[src/rtl/multicycle_control_if.sv]
// multicycle_control_if: control-FSM bus; master drives op_class/zero_flag/mem_ready, slave (the FSM) drives enables, PC request lines, halted, state, instr_retired
interface multicycle_control_if #(parameter int COUNT_W = 16);
    logic [2:0]         op_class;
    logic               zero_flag;
    logic               mem_ready;
    logic               PCWrite;
    logic               IRWrite;
    logic               MemRead;
    logic               MemWrite;
    logic               RegWrite;
    logic               MemToReg;
    logic               PC4Signal;
    logic               Jump;
    logic               Branch;
    logic               stopBit;
    logic               halted;
    logic [2:0]         state;
    logic [COUNT_W-1:0] instr_retired;
    modport master (
        output op_class, zero_flag, mem_ready,
        input  PCWrite, IRWrite, MemRead, MemWrite, RegWrite, MemToReg,
               PC4Signal, Jump, Branch, stopBit, halted, state, instr_retired
    );
    modport slave (
        input  op_class, zero_flag, mem_ready,
        output PCWrite, IRWrite, MemRead, MemWrite, RegWrite, MemToReg,
               PC4Signal, Jump, Branch, stopBit, halted, state, instr_retired
    );
endinterface

[src/rtl/multicycle_control.sv]
// multicycle_control: fetch/decode/exec/mem/wb sequencer; ports clk, reset (sync, active-high), bus (slave: op_class/zero_flag/mem_ready in, datapath enables, PC requests, halted, state, instr_retired out)
module multicycle_control #(
    parameter int COUNT_W = 16
) (
    input  logic                  clk,
    input  logic                  reset,
    multicycle_control_if.slave   bus
);
    typedef enum logic [2:0] {
        FETCH  = 3'd0,
        DECODE = 3'd1,
        EXEC   = 3'd2,
        MEM    = 3'd3,
        WB     = 3'd4,
        HALT   = 3'd5
    } state_e;
    localparam logic [2:0] OP_ALU_R = 3'd0;
    localparam logic [2:0] OP_ALU_I = 3'd1;
    localparam logic [2:0] OP_LW    = 3'd2;
    localparam logic [2:0] OP_SW    = 3'd3;
    localparam logic [2:0] OP_BEQ   = 3'd4;
    localparam logic [2:0] OP_J     = 3'd5;
    localparam logic [2:0] OP_JAL   = 3'd6;
    localparam logic [2:0] OP_HALT  = 3'd7;
    state_e             state_q, state_d;
    logic [COUNT_W-1:0] cnt_q, cnt_d;
    logic               retire;
    logic [2:0]         op;
    logic               is_sw;
    assign op    = bus.op_class;
    assign is_sw = op == OP_SW;
    always_ff @(posedge clk) begin
        if (reset) begin
            state_q <= FETCH;
            cnt_q   <= '0;
        end else begin
            state_q <= state_d;
            cnt_q   <= cnt_d;
        end
    end
    always_comb begin
        state_d       = state_q;
        bus.PCWrite   = 1'b0;
        bus.IRWrite   = 1'b0;
        bus.MemRead   = 1'b0;
        bus.MemWrite  = 1'b0;
        bus.RegWrite  = 1'b0;
        bus.MemToReg  = 1'b0;
        bus.PC4Signal = 1'b0;
        bus.Jump      = 1'b0;
        bus.Branch    = 1'b0;
        bus.stopBit   = 1'b0;
        bus.halted    = 1'b0;
        case (state_q)
            FETCH: begin
                bus.MemRead = 1'b1;
                state_d     = bus.mem_ready ? DECODE : FETCH;
            end
            DECODE: begin
                bus.IRWrite   = 1'b1;
                bus.PCWrite   = 1'b1;
                bus.PC4Signal = 1'b1;
                state_d       = EXEC;
            end
            EXEC: begin
                bus.Branch   = op == OP_BEQ;
                bus.Jump     = op == OP_J;
                bus.stopBit  = op == OP_JAL;
                bus.RegWrite = op == OP_JAL;
                bus.PCWrite  = (op == OP_BEQ && bus.zero_flag) || op == OP_J || op == OP_JAL;
                state_d      = (op == OP_ALU_R || op == OP_ALU_I) ? WB :
                               (op == OP_LW || op == OP_SW)      ? MEM :
                               (op == OP_HALT)                   ? HALT : FETCH;
            end
            MEM: begin
                // anything that is not SW behaves as a load here
                bus.MemWrite = is_sw;
                bus.MemRead  = !is_sw;
                state_d      = !bus.mem_ready ? MEM : is_sw ? FETCH : WB;
            end
            WB: begin
                bus.RegWrite = 1'b1;
                bus.MemToReg = op == OP_LW;
                state_d      = FETCH;
            end
            HALT: bus.halted = 1'b1;
            default: state_d = FETCH;
        endcase
    end
    // entering HALT from EXEC retires the HALT instruction itself
    assign retire = (state_q == EXEC || state_q == MEM || state_q == WB) &&
                    (state_d == FETCH || state_d == HALT);
    assign cnt_d  = cnt_q + COUNT_W'(retire);
    assign bus.state         = state_q;
    assign bus.instr_retired = cnt_q;
endmodule

[src/flat_wrapper.sv]
// flat-port wrapper written by rule: the top's interface ports become plain ports
module multicycle_control_flat 
#(
    parameter int COUNT_W = 16
)
  (clk, reset, bus_op_class, bus_zero_flag, bus_mem_ready, bus_PCWrite, bus_IRWrite, bus_MemRead, bus_MemWrite, bus_RegWrite, bus_MemToReg, bus_PC4Signal, bus_Jump, bus_Branch, bus_stopBit, bus_halted, bus_state, bus_instr_retired);
  multicycle_control_if #(.COUNT_W(COUNT_W)) bus_i ();
  input  logic clk;
  input  logic reset;
  input wire logic [$bits(bus_i.op_class)-1:0] bus_op_class;
  input wire logic [$bits(bus_i.zero_flag)-1:0] bus_zero_flag;
  input wire logic [$bits(bus_i.mem_ready)-1:0] bus_mem_ready;
  output wire logic [$bits(bus_i.PCWrite)-1:0] bus_PCWrite;
  output wire logic [$bits(bus_i.IRWrite)-1:0] bus_IRWrite;
  output wire logic [$bits(bus_i.MemRead)-1:0] bus_MemRead;
  output wire logic [$bits(bus_i.MemWrite)-1:0] bus_MemWrite;
  output wire logic [$bits(bus_i.RegWrite)-1:0] bus_RegWrite;
  output wire logic [$bits(bus_i.MemToReg)-1:0] bus_MemToReg;
  output wire logic [$bits(bus_i.PC4Signal)-1:0] bus_PC4Signal;
  output wire logic [$bits(bus_i.Jump)-1:0] bus_Jump;
  output wire logic [$bits(bus_i.Branch)-1:0] bus_Branch;
  output wire logic [$bits(bus_i.stopBit)-1:0] bus_stopBit;
  output wire logic [$bits(bus_i.halted)-1:0] bus_halted;
  output wire logic [$bits(bus_i.state)-1:0] bus_state;
  output wire logic [$bits(bus_i.instr_retired)-1:0] bus_instr_retired;
  assign bus_i.op_class = bus_op_class;
  assign bus_i.zero_flag = bus_zero_flag;
  assign bus_i.mem_ready = bus_mem_ready;
  assign bus_PCWrite = bus_i.PCWrite;
  assign bus_IRWrite = bus_i.IRWrite;
  assign bus_MemRead = bus_i.MemRead;
  assign bus_MemWrite = bus_i.MemWrite;
  assign bus_RegWrite = bus_i.RegWrite;
  assign bus_MemToReg = bus_i.MemToReg;
  assign bus_PC4Signal = bus_i.PC4Signal;
  assign bus_Jump = bus_i.Jump;
  assign bus_Branch = bus_i.Branch;
  assign bus_stopBit = bus_i.stopBit;
  assign bus_halted = bus_i.halted;
  assign bus_state = bus_i.state;
  assign bus_instr_retired = bus_i.instr_retired;
  multicycle_control #(.COUNT_W(COUNT_W)) u_core (.clk(clk), .reset(reset), .bus(bus_i));
endmodule
[config.mk]
export PLATFORM = sky130hd
export DESIGN_NAME = multicycle_control_flat
export DESIGN_NICKNAME = d
export VERILOG_FILES = /design/src/rtl/multicycle_control_if.sv /design/src/rtl/multicycle_control.sv /design/src/flat_wrapper.sv
export SDC_FILE = /design/constraint.sdc
export NUM_CORES = 1
export LEC_CHECK = 0
export ABC_AREA = 0
export BUFFER_PORTS_ARGS = -buffer_cell sky130_fd_sc_hd__clkbuf_2
export CAP_MARGIN = 20
export CORE_UTILIZATION = 35
export CTS_CLUSTER_SIZE = 14
export DETAILED_ROUTE_END_ITERATION = 8
export GPL_TIMING_DRIVEN = 0
export SYNTH_ARGS = -nofsm -noshare
export SYNTH_HDL_FRONTEND = slang
export SYNTH_SLANG_ARGS = --single-unit
export TNS_END_PERCENT = 10
[constraint.sdc]
create_clock -name clk -period 2.47 [get_ports clk]
set_input_delay 0.494 -clock clk [delete_from_list [all_inputs] [get_ports clk]]
set_output_delay 0.494 -clock clk [all_outputs]
set_load 0.005 [all_outputs]
==> metrics.yaml <==
layout-drive-gt1-share_pct: 32.3
hpwl_mm: 1.73
initial_core_util_pct: 37.5
coreArea_um2: 2780
ys_ff_latch: 19
viasPerCell: 5.03
post-place-ws_ps: -231
power_uw: 545
die_y_um: 56.6
wl_mm: 2.35
max_slew_margin_pct: 69.2
finClkSkew_ps: 15.1
maxCapViolCount: 0
rsz0062_at_grt: "false"
setup.worst_path.start: "u_core.bus.state[1]"
yosysWarnings: 0
root_buffer: "clkbuf_4"
async_reset_ff_share_pct: 0
cp_slowest_cell: "dfxtp_1"
min_path_type: "register to register"
maxSlewViolCount: 0
postCtsSetupBuffers: 0
vias: 996
worstHoldStart: "u_core.bus.instr_retired[6]"
post-route-period-util_pct: 92.3
final_cells: 198
fmax_mhz: 438
status: "finished, final reports clean"
cts_buffers: 3
hold_viol_final: 0
wl_per_cell_um: 11.9
finalSetupViolations: 0
crit_fanout: 11
r2r-start: "u_core.bus.state[1]"
placedCellCount: 197
antenna_found_initial: 0
syn_area_um2: 1040
min_period_ps: 2280
area_delta_synth_final_pct: 24.7
clk_latency_ps: 310
synth_top_area_share_pct: 36.5
seq_area_frac_synth_pct: 36.5
crit_type: "register to register"
peakVddDrop_v: 0.000202
fin_tns_setup_ps: 0
ios: 37
grt_use_total_pct: 15.8
grt.overflow.total: 0
grt_pass1_vias: 929
cp-start-kind: "register"
syn_inst: 130
setup_ws_ps: 189
drc: 0
grt_pass1_wl_mm: 3.96
rows: 19
path_cells: "nand2b_4 > o311ai_2 > ha_2 > ha_1 > nand3_4 > nor4_2 > xnor2_1 > nor2_1"
die_area_um2: 3200
hold_buffers: 0
drtAntennaViolNets: 0
nNetsFinal: 177
place_congestion: 0.767
drt_first_pass_iters: 4
yosysTopAreaCell: "dfxtp_1"
worstMarginPinSlew_ps: 462
synthTopCellsByArea: "dfxtp_1 (36%), nor2_1 (9.4%), xnor2_1 (9.2%), nor3_1 (4.8%), nor4_2 (3.6%)"
synth.distinct_cells: 29
avgSynthCellArea_um2: 8.03
ys.flop_type: "dfxtp_1"
die_width_um: 56.6
grt_max_degree: 13
required_ps: 2670
first_iter_violations: 15
portBuffers: 36
cp.arrival_ps: 2480
cpPeakStageDelay_ps: 590
htree_num_levels: 1
cts_resized: 1
synth_edf_count: 0
antenna_cells: 0
synth_fp_nets: 139
power_leakage_nw: 0.535
cts_sinks: 19
power_density_nw_per_um2: 419
cts.path.max_buffers: 2
cts_tree: "built"
clkSlewWorstSetupHoldPaths_ps: 120
crit_path_end_kind: "register"
[power breakdown]
| group | switching [mW] | internal (mW) |
|---|---|---|
| clock network | 0.104 | 0.0604 |
| registers | 0.00947 | 0.310 |
| logic | 0.0328 | 0.0283 |
| total | 0.146 | 0.399 |
[metrics by stage]
stage	utilization, %	instance area [um2]	hold slack (ps)
4_1_cts	46.1	1280	544
3_5_place_dp	45.4	1260	527
3_3_place_gp	45.4	1260	495
2_1_floorplan	-	1040	499
6_report	46.8	1300	545
5_1_grt	46.8	1300	575
[sequential cells by signal, summed over array words and instances (netlist names)]
name and count:
u_core.bus.instr_retired 16, u_core.bus.state 3
[layer usage]
metal  part of all wire, %  track usage, %  vias up
li1                      -               -      507
met1                    46            18.8      458
met2                    47            26.7       27
met3                   4.6            3.00        4
met4                   2.2            8.01        0
met5                     0               0        -
[worst max-delay path, delay by kind of cell, from the launching register on]
family	cells	cell delay (ps)
xor gates and xnor gates	1	150
AOI/OAI and AO/OA	1	290
adders and majority gates	2	510
DFF	1	590
and+or+nand+nor	4	630
[cell families (layout without fill, tap and decap cells)]
kind of cell	count (synthesis)	count (layout)	share of synthesized area [%]
AO/OA/AOI/OAI	13	13	7.31
XOR/XNOR	12	12	10.1
adder cells (fa/ha/maj)	2	2	2.40
buffers and inverters	13	50	5.04
flip-flops	19	19	36.5
multiplexers	1	1	1.44
AND/OR/NAND/NOR	70	70	37.3
[cell type report]
class	count	area, um2
Fill cell	282	1480
Timing Repair Buffer	36	180
Tap cell	31	38.8
Multi-Input combinational cell	98	633
Clock buffer	3	22.5
Clock inverter	1	5.00
Sequential cell	19	380
Buffer	3	15.0
Inverter	7	26.3
[final timing paths]
check	to	slack (ps)	cells past startpoint
worst min register to register	u_core.bus.instr_retired[6]	540	2
worst max register to register	u_core.bus.instr_retired[14]	190	8
worst min-delay path	u_core.bus.instr_retired[6]	540	2
worst max-delay path	u_core.bus.instr_retired[14]	190	8
[synthesized netlist by cell type (2+ instances only)]
cell type / n
dfxtp_1: 19
nor2b_1: 4
nand2_1: 9
nor3_1: 10
xnor2_1: 11
nand3_1: 6
inv_1: 7
nor2_1: 26
ha_1: 2
a21oi_1: 4
nor4_2: 3
nand2b_1: 4
o21ai_0: 5
clkbuf_1: 5
[placed cells by master (no fill, tap or decap)]
| cell type | Yosys | layout |
|---|---|---|
| clkbuf_2 | 0 | 36 |
| nor2_1 | 26 | 26 |
| dfxtp_1 | 19 | 19 |
| xnor2_1 | 11 | 11 |
| nor3_1 | 10 | 10 |
| nand2_1 | 9 | 9 |
| inv_1 | 7 | 7 |
| o21ai_0 | 5 | 5 |
| nand3_1 | 6 | 5 |
| a21oi_1 | 4 | 4 |
| nor2b_1 | 4 | 4 |
| nand2b_1 | 4 | 3 |
| nor4_2 | 3 | 3 |
| clkbuf_4 | 0 | 3 |
| nand3_2 | 1 | 2 |
| clkbuf_1 | 5 | 2 |
| nand2b_4 | 0 | 1 |
| and3b_1 | 1 | 1 |
| o311ai_2 | 0 | 1 |
| nor3b_1 | 1 | 1 |
| o22ai_1 | 1 | 1 |
| a22oi_1 | 1 | 1 |
| nand3_4 | 1 | 1 |
| nand4_4 | 1 | 1 |
| nand4_2 | 1 | 1 |
| a22o_1 | 1 | 1 |
| nor2_2 | 1 | 1 |
| mux2_4 | 1 | 1 |
| or3_1 | 1 | 1 |
| xor2_1 | 1 | 1 |
| ha_1 | 2 | 1 |
| ha_2 | 0 | 1 |
| buf_4 | 1 | 1 |
| clkinv_2 | 0 | 1 |
No activity file was read; power rests on OpenSTA's default activity.
